--- config.mk ---
export PLATFORM = sky130hd
export DESIGN_NAME = nand_serial_sequencer
export DESIGN_NICKNAME = d
export VERILOG_FILES = /design/src/rtl/nand_seq_pkg.sv /design/src/rtl/rr_arbiter.sv /design/src/rtl/nand_serial_sequencer.sv
export SDC_FILE = /design/constraint.sdc
export NUM_CORES = 1
export LEC_CHECK = 0
export ABC_AREA = 1
export ABC_CLOCK_PERIOD_IN_PS = 2900
export BUFFER_PORTS_ARGS = -buffer_cell sky130_fd_sc_hd__buf_2
export CAP_MARGIN = 20
export CORE_MARGIN = 5
export CORE_UTILIZATION = 49
export CTS_BUF_LIST = sky130_fd_sc_hd__clkbuf_8
export DETAILED_ROUTE_END_ITERATION = 16
export PLACE_DENSITY = 0.88
export SYNTH_ARGS = -nofsm -noshare
export SYNTH_HDL_FRONTEND = slang
export SYNTH_SLANG_ARGS = --single-unit
export TNS_END_PERCENT = 1
--- constraint.sdc ---
create_clock -name clk -period 2.9 [get_ports clk]
set_input_delay 0 -clock clk [delete_from_list [all_inputs] [get_ports clk]]
set_output_delay 0 -clock clk [all_outputs]
set_load 0.02 [all_outputs]
--- src/rtl/nand_seq_pkg.sv ---
// Shared definitions for the bit-serial Nand sequencer: sequencer states,
// default sizing and a small modular-wrap helper used by the round-robin logic.
package nand_seq_pkg;

  localparam int DEF_N_REQ = 4;
  localparam int DEF_WIDTH = 8;

  typedef enum logic [1:0] {
    IDLE = 2'd0,
    LOAD = 2'd1,
    RUN  = 2'd2,
    DONE = 2'd3
  } seq_state_e;

  // Wrap an index that may exceed the requester count by less than one lap.
  function automatic int rr_wrap(input int idx, input int n);
    if (idx >= n) begin
      return idx - n;
    end else begin
      return idx;
    end
  endfunction

endpackage

--- src/rtl/rr_arbiter.sv ---
// Combinational round-robin arbiter: picks the first asserted request at or
// above the pointer, wrapping past the top requester back to requester 0.
module rr_arbiter
  import nand_seq_pkg::*;
#(
  parameter int N_REQ = DEF_N_REQ,
  localparam int IDW = $clog2(N_REQ)
) (
  input  logic [N_REQ-1:0] req,
  input  logic [IDW-1:0]   ptr,
  output logic [N_REQ-1:0] grant,
  output logic [IDW-1:0]   grant_idx,
  output logic             grant_valid
);

  // Scan offsets 0..N_REQ-1 from the pointer; the first hit wins.
  always_comb begin
    grant       = {N_REQ{1'b0}};
    grant_idx   = {IDW{1'b0}};
    grant_valid = 1'b0;
    for (int k = 0; k < N_REQ; k++) begin
      for (int j = 0; j < N_REQ; j++) begin
        if (!grant_valid && req[j] && (j == rr_wrap(int'(ptr) + k, N_REQ))) begin
          grant_valid = 1'b1;
          grant[j]    = 1'b1;
          grant_idx   = IDW'(j);
        end else begin
          grant_valid = grant_valid;
        end
      end
    end
  end

endmodule

--- src/rtl/nand_serial_sequencer.sv ---
// Bit-serial sequencer sharing one external 1-bit Nand cell among N_REQ
// requesters. One operand pair is accepted at a time, streamed LSB-first
// through the cell, and the WIDTH-bit NAND result is reassembled.
module nand_serial_sequencer
  import nand_seq_pkg::*;
#(
  parameter int N_REQ = DEF_N_REQ,
  parameter int WIDTH = DEF_WIDTH,
  localparam int IDW = $clog2(N_REQ)
) (
  input  logic                   clk,
  input  logic                   rst_n,
  input  logic [N_REQ-1:0]       req,
  input  logic [N_REQ*WIDTH-1:0] req_a,
  input  logic [N_REQ*WIDTH-1:0] req_b,
  output logic [N_REQ-1:0]       ack,
  output logic                   nand_a,
  output logic                   nand_b,
  input  logic                   nand_res,
  output logic                   busy,
  output logic                   done,
  output logic [WIDTH-1:0]       result,
  output logic [IDW-1:0]         result_id
);

  localparam int CW = $clog2(WIDTH);

  localparam logic [1:0] ST_IDLE = IDLE;
  localparam logic [1:0] ST_LOAD = LOAD;
  localparam logic [1:0] ST_RUN  = RUN;
  localparam logic [1:0] ST_DONE = DONE;

  logic [1:0]       state_r;
  logic [IDW-1:0]   ptr_r;
  logic [IDW-1:0]   grant_id_r;
  logic [WIDTH-1:0] sh_a_r;
  logic [WIDTH-1:0] sh_b_r;
  logic [WIDTH-1:0] acc_r;
  logic [CW-1:0]    cnt_r;
  logic [N_REQ-1:0] ack_r;
  logic             nand_a_r;
  logic             nand_b_r;
  logic             busy_r;
  logic             done_r;
  logic [WIDTH-1:0] result_r;
  logic [IDW-1:0]   result_id_r;

  logic [N_REQ-1:0] grant_s;
  logic [IDW-1:0]   grant_idx_s;
  logic             grant_valid_s;
  logic [IDW-1:0]   ptr_next_s;
  logic [WIDTH-1:0] sel_a_s;
  logic [WIDTH-1:0] sel_b_s;
  logic [WIDTH-1:0] acc_next_s;

  rr_arbiter #(.N_REQ(N_REQ)) u_arb (
    .req         (req),
    .ptr         (ptr_r),
    .grant       (grant_s),
    .grant_idx   (grant_idx_s),
    .grant_valid (grant_valid_s)
  );

  // Priority moves to the requester just above the one being served.
  assign ptr_next_s = IDW'(rr_wrap(int'(grant_idx_s) + 1, N_REQ));

  // The Nand output for the bit currently on nand_a/nand_b enters at the MSB.
  assign acc_next_s = {nand_res, acc_r[WIDTH-1:1]};

  // Route the granted requester's operand slices to the capture registers.
  always_comb begin
    sel_a_s = {WIDTH{1'b0}};
    sel_b_s = {WIDTH{1'b0}};
    for (int i = 0; i < N_REQ; i++) begin
      if (grant_idx_s == IDW'(i)) begin
        sel_a_s = req_a[i*WIDTH +: WIDTH];
        sel_b_s = req_b[i*WIDTH +: WIDTH];
      end else begin
        sel_a_s = sel_a_s;
        sel_b_s = sel_b_s;
      end
    end
  end

  // Sequencer FSM with all outputs registered; reset aborts any operation.
  always_ff @(posedge clk or negedge rst_n) begin
    if (!rst_n) begin
      state_r     <= ST_IDLE;
      ptr_r       <= {IDW{1'b0}};
      grant_id_r  <= {IDW{1'b0}};
      sh_a_r      <= {WIDTH{1'b0}};
      sh_b_r      <= {WIDTH{1'b0}};
      acc_r       <= {WIDTH{1'b0}};
      cnt_r       <= {CW{1'b0}};
      ack_r       <= {N_REQ{1'b0}};
      nand_a_r    <= 1'b0;
      nand_b_r    <= 1'b0;
      busy_r      <= 1'b0;
      done_r      <= 1'b0;
      result_r    <= {WIDTH{1'b0}};
      result_id_r <= {IDW{1'b0}};
    end else begin
      case (state_r)
        ST_IDLE: begin
          done_r   <= 1'b0;
          nand_a_r <= 1'b0;
          nand_b_r <= 1'b0;
          if (grant_valid_s) begin
            sh_a_r     <= sel_a_s;
            sh_b_r     <= sel_b_s;
            grant_id_r <= grant_idx_s;
            ptr_r      <= ptr_next_s;
            ack_r      <= grant_s;
            busy_r     <= 1'b1;
            state_r    <= ST_LOAD;
          end else begin
            ack_r   <= {N_REQ{1'b0}};
            busy_r  <= 1'b0;
            state_r <= ST_IDLE;
          end
        end
        ST_LOAD: begin
          // Present bit 0 to the cell so RUN starts with valid data.
          ack_r    <= {N_REQ{1'b0}};
          cnt_r    <= {CW{1'b0}};
          nand_a_r <= sh_a_r[0];
          nand_b_r <= sh_b_r[0];
          sh_a_r   <= {1'b0, sh_a_r[WIDTH-1:1]};
          sh_b_r   <= {1'b0, sh_b_r[WIDTH-1:1]};
          state_r  <= ST_RUN;
        end
        ST_RUN: begin
          acc_r <= acc_next_s;
          if (cnt_r == CW'(WIDTH - 1)) begin
            result_r    <= acc_next_s;
            result_id_r <= grant_id_r;
            done_r      <= 1'b1;
            busy_r      <= 1'b0;
            nand_a_r    <= 1'b0;
            nand_b_r    <= 1'b0;
            state_r     <= ST_DONE;
          end else begin
            nand_a_r <= sh_a_r[0];
            nand_b_r <= sh_b_r[0];
            sh_a_r   <= {1'b0, sh_a_r[WIDTH-1:1]};
            sh_b_r   <= {1'b0, sh_b_r[WIDTH-1:1]};
            cnt_r    <= cnt_r + CW'(1);
            state_r  <= ST_RUN;
          end
        end
        ST_DONE: begin
          done_r  <= 1'b0;
          state_r <= ST_IDLE;
        end
        default: begin
          ack_r    <= {N_REQ{1'b0}};
          nand_a_r <= 1'b0;
          nand_b_r <= 1'b0;
          busy_r   <= 1'b0;
          done_r   <= 1'b0;
          state_r  <= ST_IDLE;
        end
      endcase
    end
  end

  assign ack       = ack_r;
  assign nand_a    = nand_a_r;
  assign nand_b    = nand_b_r;
  assign busy      = busy_r;
  assign done      = done_r;
  assign result    = result_r;
  assign result_id = result_id_r;

endmodule
==> metrics.yaml <==
num_io_pins: 89
critPathMostFrequentCell: "nor2_2"
syn-num-nets: 505
diodes: 0
row_count: 28
grt_usage_pct: 21.9
place_area_sq_mm: 0.00377
cts.clk_slew.worst_paths_ns: 0.09
power_w: 0.00579
grt_pass1_wl_um: 13800
antenna_found_initial: 0
leakagePower_nw: 2.14
drv_slew: 0
cts_tree: "done"
path_class: "register to register"
cap_violations: 0
die_w_um: 89.1
critPathMaxStageDelay_ns: 0.43
critical_path_required_ns: 3.10
start_kind: "register"
r2r_start: "ptr_r[1]"
wl_per_cell_um: 14.1
gp_congestion: 0.943
drt.antenna.violating_nets: 0
ir_drop_mv: 1.03
drc: 0
initial_core_util_pct: 51.2
worstPathMaxFanout: 6
r2r_slack_ns: -0.02
hp-start: "req_b[26]"
die_area_sq_mm: 0.00795
grt-ovfl-total: 0
grt_max_degree: 51
period_share_pct: 101
min_path_type: "input pin to register"
end_kind: "register"
cts_buffer_depth: 2
drtIter0Drc: 182
hpwl_um: 6420
numPortBuffers: 88
grt_busiest_layer: "met2"
syn_inst: 423
vias: 3293
synth_area_sq_mm: 0.00307
grt_use_met2_pct: 35.3
ys_ff_latch: 50
synth_top_family_by_area: "simple AND/OR/NAND/NOR gates"
grt_pass1_vias: 3118
crit_arrival_ns: 3.12
htree_levels: 2
critPathLaunch: "ptr_r[1]"
synth_seq_area_share_pct: 40.8
drt_wl_total_um: 8640
use_met1_pct: 28.9
synth.avg_cell_area_sq_um: 7.26
synth-compound-area-share_pct: 13.8
hold_viol_final: 0
status: "finished with violations"
synth_cell_types: 29
violations: "setup timing"
die_h_um: 89.1
area_growth_syn_to_layout_pct: 33.1
powerDensity_mw_per_mm2: 1420
layout_setup_ws_ns: -0.0172
tightest_slew_ns: 0.670
root_buffer: "clkbuf_8"
setup_violations: 1
crit_chain: "nor2_2, nand2_2, nand2_2, nor2_2, nand4_2, nor3_4, nand4_1, nor2_2, nand4_1, nor2_2, nor2_4, ha_4, buf_4, a21oi_2, o21ai_0, o21ai_0, o21ai_0, nand3_1, nand2_1"
rsz0062_at_grt: "true"
clk_latency_ns: 0.30
yosys.area_share.adder_pct: 4.48
relSlewSlack_pct: 55.2
numCtsBuffers: 5
post-route-cell-area_sq_mm: 0.00409
coreArea_sq_mm: 0.00599
vias_per_cell: 5.39
drive_gt1_share_pct: 31.0
final_nets: 617
synthXorXnorAreaFrac_pct: 0
numClockSinks: 50
slowest_stage: "dfrtp_2"
ys.warnings.count: 0
timing.fmax_ghz: 0.343
fin_crit_ns: 2.92
synth.area.mux_share_pct: 0
fin_worst_skew_ns: 0.0149
synthSimpleGateAreaFrac_pct: 33.7
firstDrtPassIters: 4
use_met3_pct: 4.24
==> metrics by stage <==
step	utilization (%)	setup TNS [ns]	hold slack, ns	instances	worst slack (ns)
3_5_place_dp	63.0	-1.46	0.229	595	-0.171
2_1_floorplan	-	0	-0.296	423	0.0221
3_3_place_gp	63.0	-0.114	0.216	595	-0.0437
4_1_cts	65.6	0	0.0598	605	0.00955
6_report	68.2	-0.0172	0.0568	611	-0.0172
5_1_grt	68.2	-2.97	0.0860	611	-0.237
==> timing repair <==
action / CTS / global route
gates cloned: 0 / 2
buffers inserted: 0 / 3
hold buffers: 2 / 0
hold endpoints to repair: 52 / 0
endpoints found under the setup margin: 16 / 16
pin swaps: 4 / 24
resized for setup: 14 / 28
==> per-layer routing <==
metal | part of all wire, % | routed length, um
met5 | 0 | 0
met2 | 47 | 4030
met4 | 1.9 | 166
met1 | 43 | 3750
met3 | 8.0 | 692
==> logic make-up (layout without fill, tap and decap cells) <==
family / count (synthesis) / in the layout
buf+inv: 57 / 170
simple gates: 233 / 233
compound gates: 72 / 72
fa+ha+maj: 11 / 11
flops: 50 / 50
==> layout by cell type (no fill, tap or decap), drive strengths merged, types with 11 or more instances in the layout <==
master	n
o211ai	12
inv	36
nand3	52
a31oi	12
ha	11
buf	122
nand2	129
o21ai	33
dfrtp	50
nand4	12
nor2	37
==> final timing paths <==
check,end,cells past startpoint
worst max-delay path,sh_b_r[1],19
worst min-delay path,sh_b_r[2],5
worst max register to register,sh_b_r[1],19
worst min register to register,sh_b_r[1],2
max in group asynchronous,ptr_r[0],3
min in group asynchronous,busy,2
==> worst max-delay path, delay by kind of cell (launching register included) <==
| family | cells | cell delay [ns] |
|---|---|---|
| and+or+nand+nor | 13 | 1.64 |
| AOI/OAI and AO/OA | 4 | 0.43 |
| DFF | 1 | 0.43 |
| adders and majority gates | 1 | 0.18 |
| buffers and inverters | 1 | 0.14 |
==> report_power, final <==
group	leakage (nW)	switching [W]	total, W	internal (W)
combinational	1.46	0.00235	0.00415	0.00179
sequential	0.620	0.000196	0.00124	0.00104
clock	0.0524	0.000219	0.000409	0.000189
==> registers in the layout, summed over array words and instances (netlist names) <==
signal,flops
sh_a_r,8
done,1
nand_b,1
acc_r,7
ptr_r,2
grant_id_r,2
sh_b_r,8
result_id,2
result,8
cnt_r,3
ack,4
busy,1
nand_a,1
state_r,2
==> cell usage after synthesis (all sizes together) <==
master	number	share of area (%)
nor2	37	5.2
o22ai	1	0.20
o21bai	2	0.49
inv	35	4.3
nor3b	1	0.24
nand2	129	16
o31ai	1	0.24
o21ai	33	5.4
a31oi	12	2.4
clkbuf	17	2.1
buf	3	0.65
o211ai	12	2.9
dfrtp	50	41
clkinv	2	0.24
nor3	2	0.33
a32o	2	0.65
a21oi	9	1.5
nand3	52	8.9
nand4	12	2.9
ha	11	4.5
==> layout make-up <==
class | instances | area [sq um]
Timing Repair Buffer | 125 | 802
Tap cell | 75 | 93.8
Clock buffer | 6 | 82.6
Multi-Input combinational cell | 316 | 1700
Sequential cell | 50 | 1250
Clock inverter | 2 | 8.76
Inverter | 37 | 146
Fill cell | 486 | 1900
Power figures use the tool's default switching activity.
